`config.mk`:
```
export PLATFORM = sky130hd
export DESIGN_NAME = playseq_memoria_gravavel
export DESIGN_NICKNAME = d
export VERILOG_FILES = /design/src/rtl/playseq_memoria_gravavel.sv
export SDC_FILE = /design/constraint.sdc
export NUM_CORES = 1
export LEC_CHECK = 0
export CORE_UTILIZATION = 40
export DETAILED_ROUTE_END_ITERATION = 16
export MAX_ROUTING_LAYER = met4
export RECOVER_POWER = 50
export SLEW_MARGIN = 30
export SYNTH_ARGS = -nofsm -noshare
export SYNTH_HDL_FRONTEND = slang
export SYNTH_SLANG_ARGS = --single-unit
```
`constraint.sdc`:
```
create_clock -name clock -period 5.5 [get_ports clock]
set_input_delay 1.375 -clock clock [delete_from_list [all_inputs] [get_ports clock]]
set_output_delay 1.375 -clock clock [all_outputs]
set_load 0.05 [all_outputs]
```
`src/rtl/playseq_memoria_gravavel.sv`:
```
// Recordable 16x4 sequence memory for PlaySeq: captures one-hot button presses
// and replays them through a ROM-compatible synchronous read port.
module playseq_memoria_gravavel #(
  parameter int TIMEOUT      = 5000,
  parameter int TIMEOUT_BITS = 13
) (
  input  logic       clock,
  input  logic       reset,
  input  logic       iniciar,
  input  logic       finalizar,
  input  logic [3:0] botoes,
  input  logic [3:0] address,
  output logic [3:0] data_out,
  output logic [4:0] tamanho,
  output logic       ultimo,
  output logic       gravando,
  output logic       pronto,
  output logic       erro,
  output logic [2:0] db_estado
);

  typedef enum logic [2:0] {
    OCIOSO        = 3'd0,
    ESPERA_JOGADA = 3'd1,
    ESPERA_SOLTA  = 3'd2,
    GRAVA         = 3'd3,
    PRONTO        = 3'd4,
    ERRO          = 3'd5
  } estado_t;

  localparam logic [TIMEOUT_BITS-1:0] TIMER_MAX = TIMEOUT_BITS'(TIMEOUT - 1);

  estado_t                 estado, proximo;
  logic [TIMEOUT_BITS-1:0] timer, timer_next;
  logic [4:0]              tamanho_next;
  logic [3:0]              jogada_reg, jogada_next;
  logic [3:0]              botoes_prev;
  logic [3:0]              mem [16];
  logic                    press_edge;
  logic                    one_hot;
  logic                    write_en;

  // A press is only recognised on the 0 -> non-zero transition of the buttons
  assign press_edge = (botoes != 4'd0) && (botoes_prev == 4'd0);
  assign one_hot    = (botoes != 4'd0) && ((botoes & (botoes - 4'd1)) == 4'd0);

  always_ff @(posedge clock or negedge reset) begin
    if (!reset) begin
      estado      <= OCIOSO;
      timer       <= '0;
      tamanho     <= 5'd0;
      jogada_reg  <= 4'd0;
      botoes_prev <= 4'd0;
    end else begin
      estado      <= proximo;
      timer       <= timer_next;
      tamanho     <= tamanho_next;
      jogada_reg  <= jogada_next;
      botoes_prev <= botoes;
    end
  end

  always_comb begin
    proximo      = estado;
    timer_next   = timer;
    tamanho_next = tamanho;
    jogada_next  = jogada_reg;
    write_en     = 1'b0;
    if (iniciar) begin
      proximo      = ESPERA_JOGADA;
      timer_next   = '0;
      tamanho_next = 5'd0;
      jogada_next  = 4'd0;
    end else begin
      case (estado)
        ESPERA_JOGADA: begin
          if (press_edge) begin
            jogada_next = botoes;
            timer_next  = '0;
            proximo     = one_hot ? ESPERA_SOLTA : ERRO;
          end else if (finalizar && (tamanho != 5'd0)) begin
            proximo = PRONTO;
          end else if (timer == TIMER_MAX) begin
            proximo = ERRO;
          end else begin
            timer_next = timer + 1'b1;
          end
        end
        ESPERA_SOLTA: begin
          if (botoes == 4'd0) proximo = GRAVA;
        end
        // The 16th write fills the memory and closes the recording by itself
        GRAVA: begin
          write_en     = 1'b1;
          tamanho_next = tamanho + 5'd1;
          timer_next   = '0;
          proximo      = (tamanho == 5'd15) ? PRONTO : ESPERA_JOGADA;
        end
        default: ;
      endcase
    end
  end

  always_ff @(posedge clock) begin
    if (write_en) mem[tamanho[3:0]] <= jogada_reg;
  end

  always_ff @(posedge clock or negedge reset) begin
    if (!reset) data_out <= 4'd0;
    else        data_out <= mem[address];
  end

  assign ultimo    = (tamanho != 5'd0) && ({1'b0, address} == (tamanho - 5'd1));
  assign gravando  = (estado == ESPERA_JOGADA) || (estado == ESPERA_SOLTA) || (estado == GRAVA);
  assign pronto    = (estado == PRONTO);
  assign erro      = (estado == ERRO);
  assign db_estado = estado;

endmodule
```
==> results.txt, run 1 <==
----------------------------------------------------
[Status]
  Result of the run ... finished with violations
  Violated checks ... max-capacitance violations, max-slew violations

[Synth]
  Synthesized Nets ... 332
  Post-synth top flop ... edfxtp_1
  Post-Syn Instances ... 313
  Post-synthesis async set-or-reset flop share ... 34.0%
  Cell type contributing the most total cell area after synthesis ... edfxtp_1
  Post-synth EDFFs ... 64
  Portion of the post-synthesis area used by sequential elements ... 62.6%
  Flop and latch count out of synthesis ... 97
  Post-Syn Area per Cell ... 14.0 um^2
  Post-synth cell types ... 47
  Portion of synthesized cell area occupied by the leading cell type ... 43.8%
  Post-Synthesis Cell Area ... 4390 um^2
  Synth area leaders ... edfxtp_1, dfrtp_1, mux4_2, nor2_1, nand2_1
  Number of warnings issued by yosys ... 0

[Drt]
  Number of search-and-repair iterations in the first detailed-routing pass ... 4
  Mean number of vias per cell ... 5.47
  DR WL/cell ... 18.4 um
  Remaining antenna violation count after routing ... 0
  Total wire length after detailed routing ... 8850 um
  Initial DRC count ... 123
  Via count ... 2624
  Residual DRC ... 0

[Setup path]
  Reg2reg start ... tamanho[0]$_DFFE_PN0P_
  Kind of end point of the critical path ... primary output
  Start point of the critical path ... address[2]
  Data required time at the worst endpoint ... 4120 ps
  Maximum net fanout on the critical path ... 5
  R2R Path End ... db_estado[0]$_DFFE_PN0P_
  Capture point of the critical path ... ultimo
  Crit path kind ... primary input to primary output
  Path depth of the worst reg2reg path ... 7
  Slack of the worst reg-to-reg path ... 3050 ps
  Arrival time worst endpoint ... 2910 ps
  Kind of launch point of the worst setup path ... primary input

[Layout]
  Number of fill cells ... 932
  Flip-flop and latch area ... 2750 um^2
  Share of final-layout standard cells stronger than drive strength 1 ... 13.7%
  Area of the multi-input gates ... 1560 um^2
  Area growth, synth to finish ... 14.9%
  Final net count ... 358
  Top library cells by usage in the layout, fill and taps aside ... edfxtp_1, dfrtp_1, nor2_1
  Count of antenna diodes in the layout ... 0
  Most common cell after layout, fill and taps aside ... edfxtp_1
  Flip-flop count of the largest register after layout ... 64
  Design area ... 5050 um^2

[STA]
  Hold Fails Final Rpt ... 0
  Fin Setup TNS ... 0 ps
  Timing-limited maximum frequency ... 233 MHz
  Max-slew violation total from the final report ... 34
  Crit share post-route ... 78.0%
  Min Clock Period, post-route ... 4290 ps
  Worst slew margin relative to its limit ... -27.5%
  Tightest hold margin ... 528 ps
  Number of setup violations in the final report ... 0
  Setup repair after global routing missed its margin ... no
  Clock Skews ... 16.7 ps
  Pin slew with the least headroom to its limit ... 1910 ps

[Clocking]
  Clock tree root driver cell ... clkbuf_8
  Post_cts resized ... 0
  Clock Latency Late Sink ... 380 ps
  TritonCTS Buffers ... 9
  Clock buffer depth ... 2
  Post-CTS setup repair buffer count ... 0
  Clock Sinks ... 97
  Clk slew on worst S/H paths ... 100 ps
  Cts-stage hold buffer count ... 0
  Level count of the clock H-tree ... 3
  CTS tree ... yes

[Power]
  Power density over the cells ... 298 nW/um^2
  Maximum ir drop on the vdd rail ... 0.118 mV
  Total design power ... 1.51 mW
  Pleak ... 1.79 nW

[Floorplanning]
  Vert. Die Dim ... 107 um
  I/O pins ... 28
  Die width ... 107 um
  Starting density of the core ... 42.0%
  Core footprint ... 10500 um^2
  Placement Rows ... 37
  Full die area ... 11400 um^2

[Placed design]
  HPWL reported at the end of detailed placement ... 6130 um
  Placed inst area ... 4780 um^2
  Port Buf Inserts ... 27
  Placer Congestion ... 0.793

[Worst hold path]
  Type of the most critical hold path ... flip-flop to flip-flop

[Global routing]
  Initial antenna violation count ... 0
  Global route overflow ... 0
  Pin count of the biggest net entering global routing ... 34
  Total global routing track utilization ... 17.6%
  Wire length of the first global-routing pass ... 14300 um
  Via count of the first global-routing pass ... 2693

[Flow run]
  Number of max-cap violations ... 1

----------------------------------------------------
## power by group
part | total [mW] | internal, mW | switching (mW)
sequential | 0.813 | 0.794 | 0.0192
clock | 0.588 | 0.333 | 0.255
combinational | 0.104 | 0.0431 | 0.0606
total | 1.51 | 1.17 | 0.335
## area by class of cell
class                           instances  share of cell area, %
Sequential cell                        97                   54.4
Multi-Input combinational cell        194                   30.8
Timing Repair Buffer                   30                   5.68
Tap cell                              136                   3.37
Clock buffer                           11                   3.02
Clock inverter                          5                   2.16
Inverter                                7                  0.521
## synth_stat cells, types with 5 or more instances
master,instances
ha_1,7
nand3_1,7
inv_1,7
xor2_1,5
nand2_1,24
clkbuf_1,10
nor3_1,13
nand2b_1,5
mux4_2,20
a21oi_1,7
nor2_1,31
edfxtp_1,64
o21ai_0,11
o22a_1,6
nor4_1,6
dfrtp_1,33
and3_1,5
## routing by layer
| layer | track usage [%] | routed length, um | vias up |
|---|---|---|---|
| met5 | - | 0 | - |
| met4 | 6.16 | 146 | 0 |
| met3 | 4.38 | 382 | 10 |
| met2 | 26.2 | 4070 | 53 |
| met1 | 23.6 | 4250 | 1318 |
| li1 | - | - | 1243 |
## critical path, cell delays in order
cell and delay (ps):
clkdlybuf4s50_1 520, xor2_1 220, nor3_1 140, a21oi_1 70
nor4_1 330, buf_4 250
## worst min path at each step
stage | from | end | slack, ps | cells past startpoint
6_report | timer[1]$_DFFE_PN0P_ | timer[1]$_DFFE_PN0P_ | 530 | 1
5_1_grt | timer[0]$_DFFE_PN0P_ | timer[0]$_DFFE_PN0P_ | 570 | 1
4_1_cts | timer[1]$_DFFE_PN0P_ | timer[1]$_DFFE_PN0P_ | 540 | 1
3_5_place_dp | timer[1]$_DFFE_PN0P_ | timer[1]$_DFFE_PN0P_ | 510 | 1
3_3_place_gp | timer[1]$_DFFE_PN0P_ | timer[1]$_DFFE_PN0P_ | 500 | 1
2_1_floorplan | timer[1]$_DFFE_PN0P_ | timer[1]$_DFFE_PN0P_ | 470 | 1
## per-stage QoR
step / util (%) / setup WS [ps] / instances
2_1_floorplan: - / 457 / 313
3_3_place_gp: 45.7 / 1260 / 464
3_5_place_dp: 45.7 / 1230 / 464
4_1_cts: 48.2 / 1230 / 480
5_1_grt: 48.2 / 1100 / 480
6_report: 48.2 / 1210 / 480
## cell families (layout without fill, tap and decap cells)
kind of cell	Yosys count	count (layout)	share of synthesized area (%)
muxes	21	21	10.5
buffers and inverters	22	53	2.17
AOI/OAI and AO/OA	45	45	7.69
and+or+nand+nor	112	112	13.3
DFF	97	97	62.6
adders and majority gates	7	7	1.99
xor gates and xnor gates	9	9	1.79
Power figures use the tool's default switching activity.
==> inputs of run 2 (changes only) <==
clock period = 3.5 ns   (was 5.5 ns; I/O delays follow)
==> run 2 against run 1 <==
Effect of this change:
- the flow still finishes with violations (max-capacitance violations, max-slew violations)
- critical path depth stayed put
- hold slack better by 8.0 ps
- clock skew is 3.0 ps higher
- non-clock buffer count is 9 higher
- sequential power is 57% higher
- register-to-register slack worse by 1900 ps
- critical endpoint unchanged
- combinational power is 63% higher
- flip-flop and latch count stayed put
==> results.txt, run 2 (synthesized netlist as in run 1, its figures left out) <==
----------------------------------------------------
[Status]
  Result of the run ... finished with violations
  Violated checks ... max-capacitance violations, max-slew violations

[Drt]
  Routed met2 length ... 4140 um
  Initial DRC count ... 224
  Max layer used ... met4
  Routed length on met3 ... 375 um
  DR WL/cell ... 18.7 um
  Residual DRC ... 0
  Total wire length after detailed routing ... 9140 um
  Number of search-and-repair iterations in the first detailed-routing pass ... 4
  Remaining antenna violation count after routing ... 0
  Mean number of vias per cell ... 5.50
  Via count ... 2689
  Routed length on met1 ... 4500 um

[Layout]
  Area growth, synth to finish ... 15.4%
  Top library cells by usage in the layout, fill and taps aside ... edfxtp_1, dfrtp_1, nor2_1
  Area of the multi-input gates ... 1560 um^2
  Utilization after layout ... 48.4%
  Final net count ... 367
  Most common cell after layout, fill and taps aside ... edfxtp_1
  Share of final-layout standard cells stronger than drive strength 1 ... 16.1%
  Flip-flop and latch area ... 2750 um^2
  Flip-flop count of the largest register after layout ... 64
  Count of antenna diodes in the layout ... 0
  Number of fill cells ... 940

[Floorplanning]
  Starting density of the core ... 42.0%
  Die width ... 107 um
  I/O pins ... 28
  Placement Rows ... 37
  Full die area ... 11400 um^2
  Core footprint ... 10500 um^2
  Vert. Die Dim ... 107 um

[Clocking]
  CTS tree ... yes
  TritonCTS Buffers ... 9
  Cts-stage hold buffer count ... 0
  Clk slew on worst S/H paths ... 100 ps
  Level count of the clock H-tree ... 3
  Clock buffer depth ... 2
  Post_cts resized ... 0
  Clock Sinks ... 97
  Clock Latency Late Sink ... 370 ps
  Clock tree root driver cell ... clkbuf_8
  Post-CTS setup repair buffer count ... 0

[Setup path]
  Arrival time worst endpoint ... 2340 ps
  Slack of the worst reg-to-reg path ... 1120 ps
  Crit path kind ... primary input to primary output
  Data required time at the worst endpoint ... 2620 ps
  Kind of launch point of the worst setup path ... primary input
  Maximum net fanout on the critical path ... 2
  Kind of end point of the critical path ... primary output

[Power]
  Internal power ... 1.66 mW
  Pleak ... 1.81 nW
  Share of total power in sequential cells ... 58.4%
  Psw ... 0.531 mW
  Net switching share of the total power ... 24.3%
  Maximum ir drop on the vdd rail ... 0.183 mV
  Comb pwr share ... 7.7%
  Power density over the cells ... 432 nW/um^2
  Fraction of power consumed by the clock network ... 33.9%

[STA]
  Hold Fails Final Rpt ... 0
  Min Clock Period, post-route ... 3220 ps
  Setup repair after global routing missed its margin ... no
  Crit share post-route ... 91.9%
  Post-layout worst setup margin ... 283 ps
  Max-slew violation total from the final report ... 34
  Clock Skews ... 19.7 ps
  Pin slew with the least headroom to its limit ... 1920 ps
  Worst slew margin relative to its limit ... -28.3%
  Timing-limited maximum frequency ... 311 MHz
  Fin Setup TNS ... 0 ps
  Number of setup violations in the final report ... 0

[Placed design]
  Placer Congestion ... 0.787
  Setup WS pre-CTS ... 275 ps
  HPWL reported at the end of detailed placement ... 6290 um
  Port Buf Inserts ... 27

[Flow run]
  Number of max-cap violations ... 1

[Global routing]
  Global route overflow ... 0
  Via count of the first global-routing pass ... 2699
  Total global routing track utilization ... 18.3%
  Initial antenna violation count ... 0
  Pin count of the biggest net entering global routing ... 34
  Wire length of the first global-routing pass ... 15000 um

[Worst hold path]
  Type of the most critical hold path ... flip-flop to flip-flop

----------------------------------------------------
[run 2: through the flow]
step | hold slack (ps) | cells | power (mW) | instance area, um^2
6_report | 536 | 489 | 2.19 | 5070
5_1_grt | 578 | 489 | 2.27 | 5070
4_1_cts | 540 | 489 | 2.21 | 5070
3_5_place_dp | 518 | 473 | 1.48 | 4870
3_3_place_gp | 501 | 473 | 1.47 | 4870
2_1_floorplan | 473 | 313 | 1.40 | 4400
[run 2: power groups by stage]
stage	Clock, mW	Sequential, mW	Combinational, mW
after global routing	0.799	1.28	0.184
after global placement	0	1.30	0.172
after detailed placement	0	1.30	0.172
final	0.741	1.28	0.169
after CTS	0.758	1.28	0.173
after floorplan	0	1.31	0.0885
[run 2: worst paths after layout]
| path | cells past startpoint | to | startpoint |
|---|---|---|---|
| worst max-delay path | 6 | ultimo | address[2] |
| worst min-delay path | 1 | timer[1]$_DFFE_PN0P_ | timer[1]$_DFFE_PN0P_ |
| worst max register to register | 4 | mem[2][0]$_DFFE_PP_ | db_estado[1]$_DFFE_PN0P_ |
| worst min register to register | 1 | timer[1]$_DFFE_PN0P_ | timer[1]$_DFFE_PN0P_ |
| max in group asynchronous | 2 | timer[8]$_DFFE_PN0P_ | reset |
| min in group asynchronous | 2 | data_out[3]$_DFF_PN0_ | reset |
[run 2: per-layer routing]
metal	global-route usage [%]	vias to the layer above
met5	-	-
met4	6.46	0
met3	3.83	9
met2	26.4	66
met1	26.0	1350
li1	-	1264
[run 2: area by class of cell]
class | instances | share of cell area [%]
Clock buffer | 9 | 2.44
Timing Repair Buffer | 39 | 7.16
Multi-Input combinational cell | 194 | 30.8
Sequential cell | 97 | 54.2
Inverter | 7 | 0.519
Tap cell | 136 | 3.36
Clock inverter | 7 | 1.48
[run 2: critical path, cell delays in order]
cell and delay (ps):
clkdlybuf4s50_1 440, xor2_1 190, nor3_1 130, a21oi_1 70, nor4_2 440, buf_12 190
